$ cat src/rtl/context_restore_pkg.sv
// Frame layout constants and FSM encoding shared by the context save and restore paths.
package context_restore_pkg;

    localparam int FRAME_STRIDE = 256;
    localparam int NUM_REGS     = 64;
    localparam int NUM_DISP     = 8;
    localparam int DISP_OFFSET  = NUM_REGS;
    localparam int FRAME_WORDS  = NUM_REGS + NUM_DISP;

    typedef enum logic [1:0] {
        ST_IDLE,
        ST_ISSUE,
        ST_DRAIN,
        ST_DONE
    } state_t;

    // Word offset of a process frame; callers truncate to their address width.
    function automatic int frame_offset(input logic [1:0] proc_id, input int stride);
        return int'(proc_id) * stride;
    endfunction

endpackage

$ cat src/rtl/context_restore_read_pipe.sv
// Delays each issued word index by the memory read latency so the return stage
// knows which frame word the current Read_Data belongs to.
module context_restore_read_pipe
    import context_restore_pkg::*;
#(
    parameter int               LATENCY  = 1,
    parameter int               IDX_W    = $clog2(FRAME_WORDS),
    parameter logic [IDX_W-1:0] LAST_IDX = IDX_W'(FRAME_WORDS - 1)
) (
    input  logic             clk,
    input  logic             rst,
    input  logic             issue_valid,
    input  logic [IDX_W-1:0] issue_idx,
    output logic             ret_valid,
    output logic [IDX_W-1:0] ret_idx,
    output logic             ret_last
);

    logic [LATENCY-1:0] valid_sr;
    logic [IDX_W-1:0]   idx_sr [LATENCY];

    // A reset drops every tag, so reads still in flight are never written back.
    always_ff @(posedge clk or posedge rst) begin
        if (rst) begin
            valid_sr <= '0;
            for (int s = 0; s < LATENCY; s++) begin
                idx_sr[s] <= '0;
            end
        end else begin
            valid_sr[0] <= issue_valid;
            idx_sr[0]   <= issue_idx;
            for (int s = 1; s < LATENCY; s++) begin
                valid_sr[s] <= valid_sr[s-1];
                idx_sr[s]   <= idx_sr[s-1];
            end
        end
    end

    assign ret_valid = valid_sr[LATENCY-1];
    assign ret_idx   = idx_sr[LATENCY-1];
    assign ret_last  = ret_valid && (idx_sr[LATENCY-1] == LAST_IDX);

endmodule

$ cat src/rtl/context_restore.sv
// Replays a saved process frame from data memory into the register bank and the
// seven-segment display latches, one word per cycle, then pulses Done/Update_PC.
module context_restore #(
    parameter int DATA_WIDTH   = 32,
    parameter int ADDR_WIDTH   = 16,
    parameter int FRAME_STRIDE = context_restore_pkg::FRAME_STRIDE,
    parameter int NUM_REGS     = context_restore_pkg::NUM_REGS,
    parameter int NUM_DISP     = context_restore_pkg::NUM_DISP,
    parameter int READ_LATENCY = 1
) (
    input  logic                  Clock,
    input  logic                  Reset,
    input  logic                  Start,
    input  logic [1:0]            Proc_ID,
    input  logic [DATA_WIDTH-1:0] Read_Data,
    output logic [ADDR_WIDTH-1:0] Mem_Address,
    output logic                  Mem_Read,
    output logic                  Reg_Write,
    output logic [5:0]            Reg_Addr,
    output logic [DATA_WIDTH-1:0] Reg_Data,
    output logic                  Disp_Write,
    output logic [2:0]            Disp_Sel,
    output logic [6:0]            Disp_Data,
    output logic                  Busy,
    output logic                  Done,
    output logic                  Update_PC,
    output logic                  Frame_Error
);

    import context_restore_pkg::*;

    localparam int               WORDS     = NUM_REGS + NUM_DISP;
    localparam int               IDX_W     = $clog2(WORDS);
    localparam logic [IDX_W-1:0] LAST_IDX  = IDX_W'(WORDS - 1);
    localparam logic [IDX_W-1:0] REG_LIMIT = IDX_W'(NUM_REGS);

    state_t                  state;
    state_t                  next_state;
    logic                    accept;
    logic [ADDR_WIDTH-1:0]   frame_base;
    logic [IDX_W-1:0]        issue_idx;
    logic                    ret_valid;
    logic [IDX_W-1:0]        ret_idx;
    logic                    ret_last;
    logic                    last_emitted;

    assign accept     = (state == ST_IDLE) && Start;
    assign frame_base = ADDR_WIDTH'(frame_offset(Proc_ID, FRAME_STRIDE));

    always_ff @(posedge Clock or posedge Reset) begin
        if (Reset) begin
            state <= ST_IDLE;
        end else begin
            state <= next_state;
        end
    end

    // DRAIN waits for the strobe of the final word, not its issue, so any
    // read latency is absorbed without a separate counter.
    always_comb begin
        next_state = state;
        case (state)
            ST_IDLE:  if (Start) next_state = ST_ISSUE;
            ST_ISSUE: if (issue_idx == LAST_IDX) next_state = ST_DRAIN;
            ST_DRAIN: if (last_emitted) next_state = ST_DONE;
            ST_DONE:  next_state = ST_IDLE;
            default:  next_state = ST_IDLE;
        endcase
    end

    // Issue side: the address register is loaded with the frame base on accept
    // and walks forward; it holds the final address once issuing stops.
    always_ff @(posedge Clock or posedge Reset) begin
        if (Reset) begin
            Mem_Address <= '0;
            Mem_Read    <= 1'b0;
            issue_idx   <= '0;
        end else if (accept) begin
            Mem_Address <= frame_base;
            Mem_Read    <= 1'b1;
            issue_idx   <= '0;
        end else if (state == ST_ISSUE) begin
            if (issue_idx == LAST_IDX) begin
                Mem_Read <= 1'b0;
            end else begin
                Mem_Address <= Mem_Address + ADDR_WIDTH'(1);
                issue_idx   <= issue_idx + IDX_W'(1);
            end
        end
    end

    context_restore_read_pipe #(
        .LATENCY  (READ_LATENCY),
        .IDX_W    (IDX_W),
        .LAST_IDX (LAST_IDX)
    ) u_read_pipe (
        .clk         (Clock),
        .rst         (Reset),
        .issue_valid (Mem_Read),
        .issue_idx   (issue_idx),
        .ret_valid   (ret_valid),
        .ret_idx     (ret_idx),
        .ret_last    (ret_last)
    );

    // Return side: each tagged word becomes exactly one registered strobe,
    // routed to the register bank or a display latch by its frame index.
    always_ff @(posedge Clock or posedge Reset) begin
        if (Reset) begin
            Reg_Write    <= 1'b0;
            Reg_Addr     <= '0;
            Reg_Data     <= '0;
            Disp_Write   <= 1'b0;
            Disp_Sel     <= '0;
            Disp_Data    <= '0;
            Frame_Error  <= 1'b0;
            last_emitted <= 1'b0;
        end else begin
            Reg_Write    <= 1'b0;
            Disp_Write   <= 1'b0;
            last_emitted <= 1'b0;
            if (accept) begin
                Frame_Error <= 1'b0;
            end
            if (ret_valid) begin
                last_emitted <= ret_last;
                if (ret_idx < REG_LIMIT) begin
                    Reg_Write <= 1'b1;
                    Reg_Addr  <= 6'(ret_idx);
                    Reg_Data  <= Read_Data;
                end else begin
                    Disp_Write <= 1'b1;
                    Disp_Sel   <= 3'(ret_idx - REG_LIMIT);
                    Disp_Data  <= Read_Data[6:0];
                    if (|Read_Data[DATA_WIDTH-1:7]) begin
                        Frame_Error <= 1'b1;
                    end
                end
            end
        end
    end

    assign Busy      = (state == ST_ISSUE) || (state == ST_DRAIN);
    assign Done      = (state == ST_DONE);
    assign Update_PC = (state == ST_DONE);

endmodule

$ cat config.mk
export PLATFORM = sky130hd
export DESIGN_NAME = context_restore
export DESIGN_NICKNAME = d
export VERILOG_FILES = /design/src/rtl/context_restore_pkg.sv /design/src/rtl/context_restore_read_pipe.sv /design/src/rtl/context_restore.sv
export SDC_FILE = /design/constraint.sdc
export NUM_CORES = 1
export LEC_CHECK = 0
export CAP_MARGIN = 20
export CORE_MARGIN = 5
export CORE_UTILIZATION = 40
export DETAILED_ROUTE_END_ITERATION = 6
export PLACE_DENSITY = 0.7
export SYNTH_ARGS = -nofsm -noshare
export SYNTH_HDL_FRONTEND = slang
export SYNTH_SLANG_ARGS = --single-unit
$ cat constraint.sdc
create_clock -name Clock -period 3.5 [get_ports Clock]
set_clock_uncertainty 0.2 [all_clocks]
set_input_delay 0.7 -clock Clock [delete_from_list [all_inputs] [get_ports Clock]]
set_output_delay 0.7 -clock Clock [all_outputs]
set_load 0.02 [all_outputs]
Yosys cells after proc, flatten, opt, wreduce, memory -nomap -nowiden
Cells that the tools add are included. Widths: inputs -> output; s select.

$add $sub $neg: 3. Magnitude comparators: 1. Equal/unequal tests: 9. Mux-type cells: 22. Bitwise gates (word level): 1. Reductions and logical operators: 12.

Operator list (count): $mux 16 (3); $reduce_or 25->1 (1); $mux 7 (3); $add 16x1->16 const B (1); $eq 7x7->1 const B (2); $mux 1 (12); $pmux 2 s4 (1); $reduce_and 2->1 (4); $add 7x1->7 const B (1); $lt 7x7->1 const B (1); $mux 2 (3); $ne 2x2->1 const B (3); $eq 2x2->1 const B (2); $reduce_bool 2->1 (2); $reduce_and 3->1 (1); $sub 3x1->3 const B (1); $eq 2x1->1 const B (1); $logic_and 1x1->1 (2); $logic_not 2->1 (1); $ne 2x1->1 const B (1); $logic_or 1x1->1 (1); $not 1->1 (1).

Register bits: 86. Output and inout port bits: 71. Word-level logic and storage cells: 62.

Logic depth before layout (Yosys ltp)
Gate-level depths: netlist (run 1).

Depth in word-level cells: 6. Depth in mapped cells: 7. Mapped depth without buffers: 5.

Modules after synthesis
Synthesis (run 1) repeated with hierarchy kept, for this count alone.

Cell total of the unflattened synthesis: 280. Area, all modules: 3607.2 µm².

By module, submodules not included: context_restore (instances 1, cells an instance 268, area each 3378.2 µm², sequential area each 1951.9 µm²); context_restore_read_pipe (instances 1, cells an instance 12, area each 229.0 µm², sequential area each 200.2 µm²).

Worst setup path after synthesis (run 1)
OpenSTA, ideal clock, no wires.

Kind: register -> register. Start: register issue_idx[3]. End: register state[1]. Arrival time: 1778 ps. Data required time: 3175 ps. Slack: 1397 ps. Cell stages (with the launch flop): 6. Path buffers: 1. Path through: dfrtp_1 -> or4b_1 -> buf_2 -> o21ai_4 -> o221a_4 -> mux2_4.

Cells in the longest elaborated chain, start to end: 3.

Ends and longest elaborated chain: start: declaration (line context_restore.sv:41) `logic [IDX_W-1:0] issue_idx;`; start signal: assignment (line context_restore.sv:87) `issue_idx <= issue_idx + IDX_W'(1);`; $eq 7x7->1 (line context_restore.sv:64) `ST_ISSUE: if (issue_idx == LAST_IDX) next_state = ST_DRAIN;`; $ne 2x1->1 (no line); $reduce_and 3->1 (no line); end signal: assignment (line context_restore.sv:54) `state <= next_state;`; end: declaration (line context_restore.sv:37) `state_t state;`.

Every way passes these cells. A chain may end at the register's enable or synchronous reset.

Final worst setup path (run 1)
Start: register state[1]. End: output Busy.

Cells in the longest elaborated chain, start to end: 2.

Ends and longest elaborated chain: $eq 2x1->1 or $eq 2x2->1 (tied branches) (line context_restore.sv:143) `assign Busy = (state == ST_ISSUE) || (state == ST_DRAIN);`; $logic_or 1x1->1 (*) (line context_restore.sv:143); end: declaration (line context_restore.sv:24) `output logic Busy,`.

Mark *: on every way between the ends. The rest lies on a longest branch, timed or not.

==> results, run 1 <==
- The synthesized-area fraction occupied by adder cells is 2.086%.
- The final worst-path cycle share is 76.23%.
- The setup slack on the worst flop-to-flop path is 1020 ps.
- Summing the sequential cell areas from Yosys gives about three fifths of the chip area.
- The number of antenna violations at the first check in global routing is 0.
- The number of antenna cells inserted is 0.
- The wire length of the first global-routing pass is 13890 µm.
- The summed negative setup slack over all endpoints is 0 ps.
- The critical path is of the reg -> out type.
- Of the total power, the share spent switching nets is 32.11%.
- The width of the die is 104.9 µm.
- The biggest area consumer among synthesized cells is dfrtp_1.
- The via count of the first global-routing pass is 2658.
- The post-synthesis simple-gate area fraction is 10.78%.
- The clock drives 86 sinks.
- Global routing consumed, on the met1 layer, 21.97% of the routing resources.
- The count of input and output buffers is 107.
- The starting density of the core is 41.08%.
- Using the TritonRoute via totals, the vias-per-cell ratio works out to 5.166.
- At the end of routability-driven placement, the weighted congestion stood at ~0.73.
- The number of remaining DRC errors is 0.
- The leakage power is 2.064 nW.
- In this run, post-CTS repair resized a total of 0 instances.
- Of all nets on the critical path, the largest fanout is 4.
- Global routing used under 10% of the available met3 tracks.
- In this design, the stage delay of the slowest critical-path cell is 610 ps.
- Counting the buffers created by CTS gives 9.
- The layer with the highest usage is met2.
- In this run the cell area of the synthesized design comes to 0.003600 mm².
- Summing the areas of all xor and xnor instances in the mapped netlist gives under 10% of the synthesized area.
- The final-report max-slew violation count is 0.
- Power comes to 3.007 mW.
- The required time at the worst-slack endpoint is 2600 ps.
- Post-CTS timing repair inserted 0 buffers for setup.
- The cell row count is 34.
- Setup violations remaining at the end of the flow were counted as 0.
- Measured against its own limit, the worst slew margin works out to between 30% and 40%.
- The area share of the largest cell type after synthesis is 59.78%.
- The final net count is between 400 and 500.
- The I/O pin count is 108.
- Cells with a size suffix above 1 make up 18.60% of the layout.
- The power per cell area is 603.4 mW/mm².
- Setup repair after global routing left no endpoint under its margin.
- The worst path in the final design needs a cycle of 2668 ps, including I/O delays and setup.
- The die area is 0.01100 mm².
- Summing the areas of all compound-gate instances in the mapped netlist gives 6.604% of the synthesized area.
- The flip-flop cell with the highest count after synthesis is dfrtp_1.
- The master of the slowest instance on the critical path is clkdlybuf4s50_1.
- Counting along the longest clock path gives a buffer depth of 2.
- Synthesis produced a netlist with a net count of 319.
- The dominant combinational cell family by area after synthesis is multiplexers.
- In this run the worst hold path is classified as reg -> reg.
- Fill cells in the final layout number around 720.
- The core region is between 0.008 and 0.009 mm².
- The die is 104.9 µm tall.
- The CTS tree is done.
- The root buffer cell is clkbuf_8.
- The endpoint kind of the worst setup timing path is an output pin.
- The area growth from synthesis to layout is 38.44%.
- For this run, global-route usage on met2 was measured as 22.75%.
- The overall via count from detail_route is 2557.
- Max-cap violations in this run came to 0.
- The sequential share of power is 42.9%.
- The maximum number of pins on one net before global-route repair is 87.
- The first TritonRoute pass finished after 4 iterations.
- Traced cell by cell, the critical path runs through inv_1 > ha_1 > clkdlybuf4s50_1.
- For this run, the top clock speed supported by timing is 0.3748 GHz.
- The flow ran to the end, and the final reports show no timing, DRC or antenna violations.
- The Yosys step of the flow raised 0 warnings.
- After clock tree synthesis, the clock-pin slew on the worst setup and hold paths is 90 ps.
- The count of flip-flops with a built-in enable after synthesis is 0.
- The detail route stage leaves a number of antenna-violating nets equal to 0.
- Counting every instance in the synthesized netlist gives about 280.
- Of all flip-flops after synthesis, the portion carrying an async set or reset was between 90% and 100%.
- The count of unique library cells instantiated by Yosys is 39.
- The maximum vdd ir drop is 0.3390 mV.
- The later pin in the worst-skew pair is clocked with a latency of ~350 ps.
- By count the netlist is led by dfrtp_1 (86), mux2_2 (48), nand2_1 (14).
- The worst setup path is launched from a flip-flop.
- The combinational power share is 31.6%.
- Buffers inserted to repair hold after CTS numbered 0.
- Global routing used between 10% and 20% of the available tracks.
- The internal power of the cells is 2.042 mW.
- After detailed routing, the total wire length is 8200 µm.
- The wire length per cell after detailed routing is 16.57 µm.
- The worst endpoint data arrival time is around 1800 ps.
- Once detailed placement completed, the half-perimeter wirelength came to 5769 µm.
- The total of flip-flops plus latches after synthesis is 86.
- The number of DRC markers after the initial detailed-route iteration is 67.
- Averaged over all synthesized cells, the footprint is 13.04 µm².
- In the post-synthesis netlist, the cell with the most instances is dfrtp_1.
- The overall overflow remaining after global route is 0.
- In this run the power spent charging and discharging nets is 965.6 µW.
- After synthesis, the share of cell area in mux cells is around 16%.
- Ranked by total cell area, the synthesized netlist is headed by dfrtp_1 (60%), mux2_2 (15%), ha_1 (2.1%).
- The slew at the pin closest to its max-slew limit is 952.2 ps.
- The share of total power dissipated in the clock network is around 26%.
- The number of hold violations in the final report is 0.
- In this run the number of H-tree levels came out at 3.
sequential cells by signal, indices dropped and copies added, names as in the netlist, 2 cells and up:
signal,flops
Reg_Data,32
Mem_Address,16
Disp_Data,7
issue_idx,7
u_read_pipe.ret_idx,7
Reg_Addr,6
Disp_Sel,3
state,2
layout by cell type (no fill, tap or decap), types with 2 or more instances in the layout:
cell type	n
or3_1	4
a31oi_1	2
nand3_1	6
nor4_1	6
clkinvlp_4	2
o31ai_1	8
nor2_1	13
or4_1	9
o21ai_0	5
o211ai_1	5
and4_1	2
clkbuf_8	9
nand2_1	14
nand4_1	4
inv_6	2
bufinv_16	2
dfrtp_1	86
and3_1	2
xor2_1	7
mux2i_1	3
a21oi_1	9
inv_1	8
mux2_2	48
ha_1	6
clkdlybuf4s50_1	107
layout make-up:
class | instances | area (µm²) | area share [%]
flip-flops and latches | 86 | 2152 | 43.18
inverters | 9 | 35.03 | 0.7030
repair buffers | 108 | 1091 | 21.89
multi-input cells | 168 | 1350 | 27.09
clock buffers | 10 | 127.6 | 2.561
clock inverters | 6 | 92.59 | 1.858
well taps | 108 | 135.1 | 2.712
metrics by stage:
stage | std cells | hold WS [ps] | area [µm²] | util (%) | setup WS [ps]
floorplan | 276 | 174.2 | 3600 | - | 378.2
global placement | 479 | 206.4 | 4763 | 54.35 | 1029
detailed placement | 479 | 212.3 | 4763 | 54.35 | 997.3
CTS | 495 | 236.6 | 4984 | 56.87 | 803.0
global route | 495 | 263.0 | 4984 | 56.87 | 736.2
finish | 495 | 237.3 | 4984 | 56.87 | 831.9
routing by layer:
layer,share of wire (%),routed length (µm)
met1,48,3944
met2,45,3649
met3,6.3,520
met4,1.0,85
met5,0,0
power groups by stage:
stage	clock (mW)	sequential, mW	combinational, mW
floorplan	0	1.43	0.413
global placement	0	1.30	0.949
detailed placement	0	1.31	0.966
CTS	0.782	1.29	0.970
global route	0.822	1.32	1.03
finish	0.767	1.29	0.951
logic make-up (layout without fill, tap and decap cells):
kind of cell / count (synthesis) / count (layout)
fa+ha+maj: 6 / 6
simple gates: 70 / 70
buf+inv: 22 / 133
xor+xnor: 7 / 7
flops: 86 / 86
compound gates: 33 / 33
mux: 52 / 52
path summary, 6_finish.rpt:
kind,endpoint,start,depth (start not counted)
worst min register to register,u_read_pipe.ret_idx[6],issue_idx[6],0
min in group asynchronous,Reg_Data[12],Reset,3
worst max register to register,state[1],issue_idx[3],4
worst max-delay path,Busy,state[1],3
max in group asynchronous,Reg_Addr[2],Reset,3
worst min-delay path,u_read_pipe.ret_idx[6],issue_idx[6],0
worst max-delay path, delay by kind of cell (launching register included):
family     cells  cell delay (ps)
fa+ha+maj      1              300
buf+inv        2              690
flops          1              420
Power figures use the tool's default switching activity.
==> run 2, diff against run 1 <==
==> constraint.sdc (replaced) <==
create_clock -name Clock -period 2.5 [get_ports Clock]
set_clock_uncertainty 0.2 [all_clocks]
set_input_delay 0.5 -clock Clock [delete_from_list [all_inputs] [get_ports Clock]]
set_output_delay 0.5 -clock Clock [all_outputs]
set_load 0.02 [all_outputs]
==> results, run 2 (synthesis gave the netlist of run 1 again) <==
- In this run the critical register-to-register path is launched from issue_idx[3].
- The number of hold buffers added after cts is 0.
- The source of the worst hold timing path is Mem_Read.
- The total instance count after detailed placement is 485.
- The final-report max-slew violation count is 0.
- The origin of the worst setup path is state[1].
- After routing, the total negative slack on setup checks comes to 0 ps.
- After detailed routing, the number of vias per cell comes to between 5 and 6.
- The starting density of the core is 41.08%.
- The run finished with clean final reports.
- The required time at the worst-slack endpoint is 1800 ps.
- Measured on the finished design, the core utilization comes to between 50% and 60%.
- For this design the ratio of total power to cell area is roughly 850 mW/mm².
- The setup slack after layout is 182.4 ps.
- The post-layout instance area is 0.005059 mm².
- The wire length per cell after detailed routing is 16.47 µm.
- Setup violations remaining at the end of the flow were counted as 0.
- The I/O pin count is ~110.
- The fraction of layout cells with a size suffix above 1 is 20.10%.
- The count of input and output buffers is 107.
- Traced cell by cell, the critical path runs through ha_1 > clkdlybuf4s50_1.
- In this run the worst hold path is classified as reg -> reg.
- The end of the worst register-to-register path is state[1].
- In this run the worst setup path terminates at Done.
- For this design the static power due to leakage is 2.116 nW.
- The routed design has between 8000 and 9000 µm of wire.
- The register with the most flip-flops in the layout has 32 of them.
- The region available for standard cell placement spans about 0.0088 mm².
- The startpoint kind of the worst setup timing path is a flip-flop.
- On the final layout, the worst hold slack is 218.0 ps.
- The number of DRC markers after the initial detailed-route iteration is 91.
- The floorplan has 34 rows.
- The setup slack on the worst flop-to-flop path is 260 ps.
- The critical path in this run is classified as reg -> out.
- Subtracting the final worst setup slack from the clock period gives about 2300 ps.
- TritonCTS created 9 clock buffers.
- For the worst setup path, the data arrival time is 1620 ps.
- STA classifies the critical path endpoint as an output pin.
- Global routing consumed, over all layers together, between 10% and 20% of the routing resources.
- The stage delay of the slowest cell on the critical path is roughly 620 ps.
- The count of nets left with antenna violations once routing finished came out at 0.
- The via count of the first global-routing pass came to approximately 2600.
- For the pin with the worst max-slew slack, the measured transition is 502.2 ps.
- The total length of routed met2 wires is 3795 µm.
- Once the clock tree was built, the resizer swapped 0 gates to a different size.
- The number of remaining DRC errors is 0.
- Measured against its own limit, the worst slew margin works out to 66.52%.
- The area added between synthesis and finish is 40.53%.
- The library cells used most frequently in the layout, excluding fill and tap cells, are clkdlybuf4s50_1 (106), dfrtp_1 (86), mux2_2 (48).
- The maximum vdd ir drop is 0.3947 mV.
- The die is roughly 100 µm tall.
- The detailed router put a total of 3790 µm of wire on met1.
- The total power draw is between 4 and 5 mW.
- The final worst-path cycle share is 92.70%.
- Counting every sink on the clock net gives 86.
- Of all nets on the critical path, the largest fanout is 4.
- After clock tree synthesis, the clock-pin slew on the worst setup and hold paths is 90 ps.
- The final net count is 431.
- TritonCTS built the clock tree.
- Measured in cells, the most critical reg-to-reg path has a length of 4.
- The root buffer cell chosen for the clock tree is clkbuf_8.
- The number of antenna violations at the first check in global routing came to 0.
- The overall via count from detail_route is 2605.
- The number of max-cap violations is 0.
- Entering global routing, the biggest net connects 43 pins.
- Detailed routing placed a total of 529 µm of wire on met3.
- The number of hold violations in the final report is 0.
- The number of buffers between clock root and the deepest sink is 2.
- The wire length of the first global-routing pass is 13360 µm.
- The clock reaches the later pin of the worst-skew pair after 350 ps.
- The overall overflow remaining after global route is 0.
- The die is 104.9 µm wide.
- The post-placement cell area is 0.004823 mm².
- The top achievable clock speed is 0.4315 GHz.
- The highest metal layer carrying signal wires in the routed design is met4.
- The commonest non-fill, non-tap cell in the layout is clkdlybuf4s50_1.
- In the final layout, the registers with the most flip-flops are Reg_Data (32), Mem_Address (16).
- Once layout is complete, the cells apart from fillers number about 500.
- The setup slack after placement is 280.9 ps.
- The master of the slowest instance on the critical path is clkdlybuf4s50_1.
- The H-tree generated during clock tree synthesis spans 3 levels.
- In this run the post-CTS setup repair buffer count came out at 0.
- The pre-antenna-repair detailed-routing pass consisted of 4 iterations.
- Setup repair after global routing left no endpoint under its margin.
- The routability-driven placement congestion ratio is 0.7803.
- The placed wire-length estimate after detailed placement is 6073 µm.
- The die area is 0.01100 mm².
- Counting flops per register, the top entry is Reg_Data.
- The number of antenna cells inserted is 0.
run 2: cell types whose count changed in the layout (fill, tap and decap cells not counted), sizes merged:
cell           previous run  this run
buf                       1         7
clkinv                    1         2
inv                      10         8
dlymetal6s2s              0         1
clkdlybuf4s50           107       106
clkbuf                   10        11
run 2: how the worst min path moves through the flow:
stage               cells after the start                     end
finish                                  0   u_read_pipe.ret_valid
CTS                                     0   u_read_pipe.ret_valid
detailed placement                      0   u_read_pipe.ret_valid
global placement                        0   u_read_pipe.ret_valid
floorplan                               0  u_read_pipe.ret_idx[6]
global route                            0   u_read_pipe.ret_valid
run 2: report_power, final:
group	internal, mW	leakage (nW)	total (mW)	switching, mW
clock	0.617	0.116	1.11	0.489
sequential	1.62	1.07	1.80	0.176
combinational	0.691	0.933	1.38	0.691
total	2.93	2.12	4.29	1.36
run 2: area by class of cell:
| class | instances | area (µm²) |
|---|---|---|
| Fill cell | 743 | 3705 |
| Sequential cell | 86 | 2152 |
| Multi-Input combinational cell | 168 | 1350 |
| Timing Repair Buffer | 114 | 1151 |
| Clock buffer | 11 | 151.4 |
| Tap cell | 108 | 135.1 |
| Clock inverter | 5 | 81.33 |
| Inverter | 9 | 37.54 |
run 2: worst max-delay path: cells and delay by family (launching register included):
family	cells	cell delay [ps]
fa+ha+maj	1	230
buf+inv	1	620
flops	1	410
run 2: layer usage:
metal  GRT usage [%]  up-vias
li1                -     1223
met1           20.25     1275
met2           23.38       95
met3           3.761       12
met4           5.753        0
met5               0        -
==> run 3, diff against run 2 <==
--- a/config.mk
+++ b/config.mk
@@ -8,8 +8,9 @@
 export CAP_MARGIN = 20
 export CORE_MARGIN = 5
 export CORE_UTILIZATION = 40
+export CTS_CLUSTER_SIZE = 24
 export DETAILED_ROUTE_END_ITERATION = 6
-export PLACE_DENSITY = 0.7
+export PLACE_DENSITY = 0.73
 export SYNTH_ARGS = -nofsm -noshare
 export SYNTH_HDL_FRONTEND = slang
 export SYNTH_SLANG_ARGS = --single-unit
==> constraint.sdc (replaced) <==
create_clock -name Clock -period 2.5 [get_ports Clock]
set_clock_uncertainty 0.2 [all_clocks]
set_input_delay 0.375 -clock Clock [delete_from_list [all_inputs] [get_ports Clock]]
set_output_delay 0.375 -clock Clock [all_outputs]
set_load 0.02 [all_outputs]
==> results, run 3 (synthesis gave the netlist of run 1 again) <==
- The run finished with clean final reports.
- The core region is 0.008763 mm².
- The TritonCTS sink count is 86.
- The sum of routed wire length over all layers is 8313 µm.
- The number of hold violations in the final report is 0.
- Clock tree synthesis selected as its root buffer the cell clkbuf_8.
- The final worst-path cycle share is 93.93%.
- The final setup violation count is 0.
- Once layout is complete, the utilization of the core stands at 57.07%.
- Timing would allow up to 0.4258 GHz.
- The detailed router placed 2602 vias in this run.
- The number of remaining DRC errors is 0.
- The floorplan step defined a die boundary enclosing approximately 0.011 mm².
- In this design, the stage delay of the slowest critical-path cell is around 620 ps.
- The I/O pin count is between 100 and 150.
- At the pin with the least slew margin, the transition time is 488.9 ps.
- The number of DRC markers after the initial detailed-route iteration is 122.
- The number of max-cap violations is 0.
- Post-CTS repair changed the size of 0 cells.
- Leaving out fill and tap cells, the most frequent cells in the layout are clkdlybuf4s50_1 (107), dfrtp_1 (86), mux2_2 (48).
- The fraction of layout cells with a size suffix above 1 is 19.64%.
- The number of optimization iterations in the first detailed-route pass is 4.
- For this design the ratio of total power to cell area is between 800 and 900 mW/mm².
- For this configuration, the core starts out at a cell density of 41.08%.
- The number of hold buffers added after cts is 0.
- Once the clock tree was built, the setup fixing pass inserted 0 buffers.
- Along the worst path, the maximum fanout reaches 4.
- The summed negative setup slack over all endpoints is 0 ps.
- Row generation in the floorplan step produced 34 rows.
- The path class of the tightest hold or removal check is reg -> reg.
- The number of antenna diodes in the final layout is 0.
- The clock network latency to the later pin of the worst-skew pair is 350 ps.
- The via count of the first global-routing pass is 2698.
- The critical path is of the reg -> out type.
- The ratio of routed vias to standard cells is 5.204.
- The wire-length estimate of the detail-placed layout is 6018 µm.
- For this design, the slowest cell found on the critical path is clkdlybuf4s50_1.
- The number of buffers between clock root and the deepest sink is 2.
- The total global-route track usage is between 15 and 20%.
- The count of input and output buffers is 107.
- TritonCTS built the clock tree.
- The final layout contains 430 nets.
- After clock tree synthesis, the clock-pin slew on the worst setup and hold paths is 80 ps.
- The maximum number of pins on one net before global-route repair is slightly below 90.
- The area added between synthesis and finish is 38.93%.
- The endpoint kind of the worst setup timing path is an output pin.
- The final-report max-slew violation count is 0.
- The largest registers in the layout are Reg_Data (32), Mem_Address (16).
- The number of H-tree levels is 3.
- The leakage power is 2.072 nW.
- The final period demand of the worst path is 2348 ps.
- The CTS buffer count is 9.
- The routability-driven placement congestion ratio is 0.7850.
- Headroom to the max-slew limit came out at 67.31%.
- The setup slack on the worst flop-to-flop path is 270 ps.
- The register with the most flip-flops in the final layout is Reg_Data.
- The worst setup path is launched from a flip-flop.
- Setup repair after global routing left no endpoint under its margin.
- In this run the vertical extent of the chip is 104.9 µm.
- The signal on the critical path passes through inv_1 > ha_1 > clkdlybuf4s50_1.
- Measured along the x axis, the die boundary spans 104.9 µm.
- The first global-routing pass estimated 13700 µm of wire.
- The commonest non-fill, non-tap cell in the layout is clkdlybuf4s50_1.
- After detailed routing, the average wire length per cell comes to 16.63 µm.
- The maximum vdd ir drop is 0.3463 mV.
- STA puts the critical path data arrival time at 1770 ps.
- The residual antenna-violating net count after detailed routing is 0.
- The overall overflow remaining after global route is 0.
- The number of antenna violations at the first check in global routing is 0.
- The register with the most flip-flops in the layout has 32 of them.
- The required time at the worst-slack endpoint is approximately 1900 ps.
- The total power draw is 4.138 mW.
==> run 3: cell types whose count changed in the layout (fill, tap and decap cells not counted) <==
cell / delta
clkbuf_8: -2
clkinvlp_4: +2
buf_12: -1
bufinv_16: -1
clkbuf_1: +1
clkdlybuf4s50_1: +1
clkinv_2: -1
dlymetal6s2s_1: -1
inv_6: +1
==> run 3: layout make-up <==
type	instances	area, µm²
Clock buffer	10	127.6
Tap cell	108	135.1
Clock inverter	6	70.07
Fill cell	733	3762
Inverter	9	37.54
Timing Repair Buffer	113	1129
Multi-Input combinational cell	168	1350
Sequential cell	86	2152
==> run 3: per-stage QoR <==
step	setup WS, ps	cells	hold WS [ps]	area [µm²]
5_1_grt	79.53	500	257.7	5001
2_1_floorplan	396.9	276	174.2	3603
4_1_cts	114.7	500	242.8	5001
6_report	151.6	500	241.6	5001
3_5_place_dp	279.4	484	218.7	4803
3_3_place_gp	376.5	484	216.1	4803
==> run 3: per-layer routing <==
metal | track usage (%) | vias up | wire (µm)
li1 | - | 1213 | -
met1 | 20.37 | 1290 | 3835
met2 | 24.06 | 89 | 3851
met3 | 3.761 | 10 | 497
met4 | 6.301 | 0 | 130
met5 | 0 | - | 0
==> run 3: worst paths after layout <==
kind	startpoint	to	cells past startpoint
max reg2reg	issue_idx[3]	Mem_Address[8]	4
min	issue_idx[1]	u_read_pipe.ret_idx[1]	0
min in group asynchronous	Reset	Mem_Address[0]	3
max	state[0]	Busy	3
max in group asynchronous	Reset	Reg_Data[16]	3
min reg2reg	issue_idx[1]	u_read_pipe.ret_idx[1]	0
==> run 3: critical path: cells and delay by family (launching register included) <==
| kind | cells | cell delay [ps] |
|---|---|---|
| buffers and inverters | 2 | 710 |
| adders and majority gates | 1 | 300 |
| DFF | 1 | 410 |
==> run 3: report_power, final <==
part	internal (mW)	switching [mW]	total [mW]
logic	0.681	0.680	1.36
clock network	0.467	0.504	0.971
registers	1.62	0.182	1.81
total	2.77	1.37	4.14
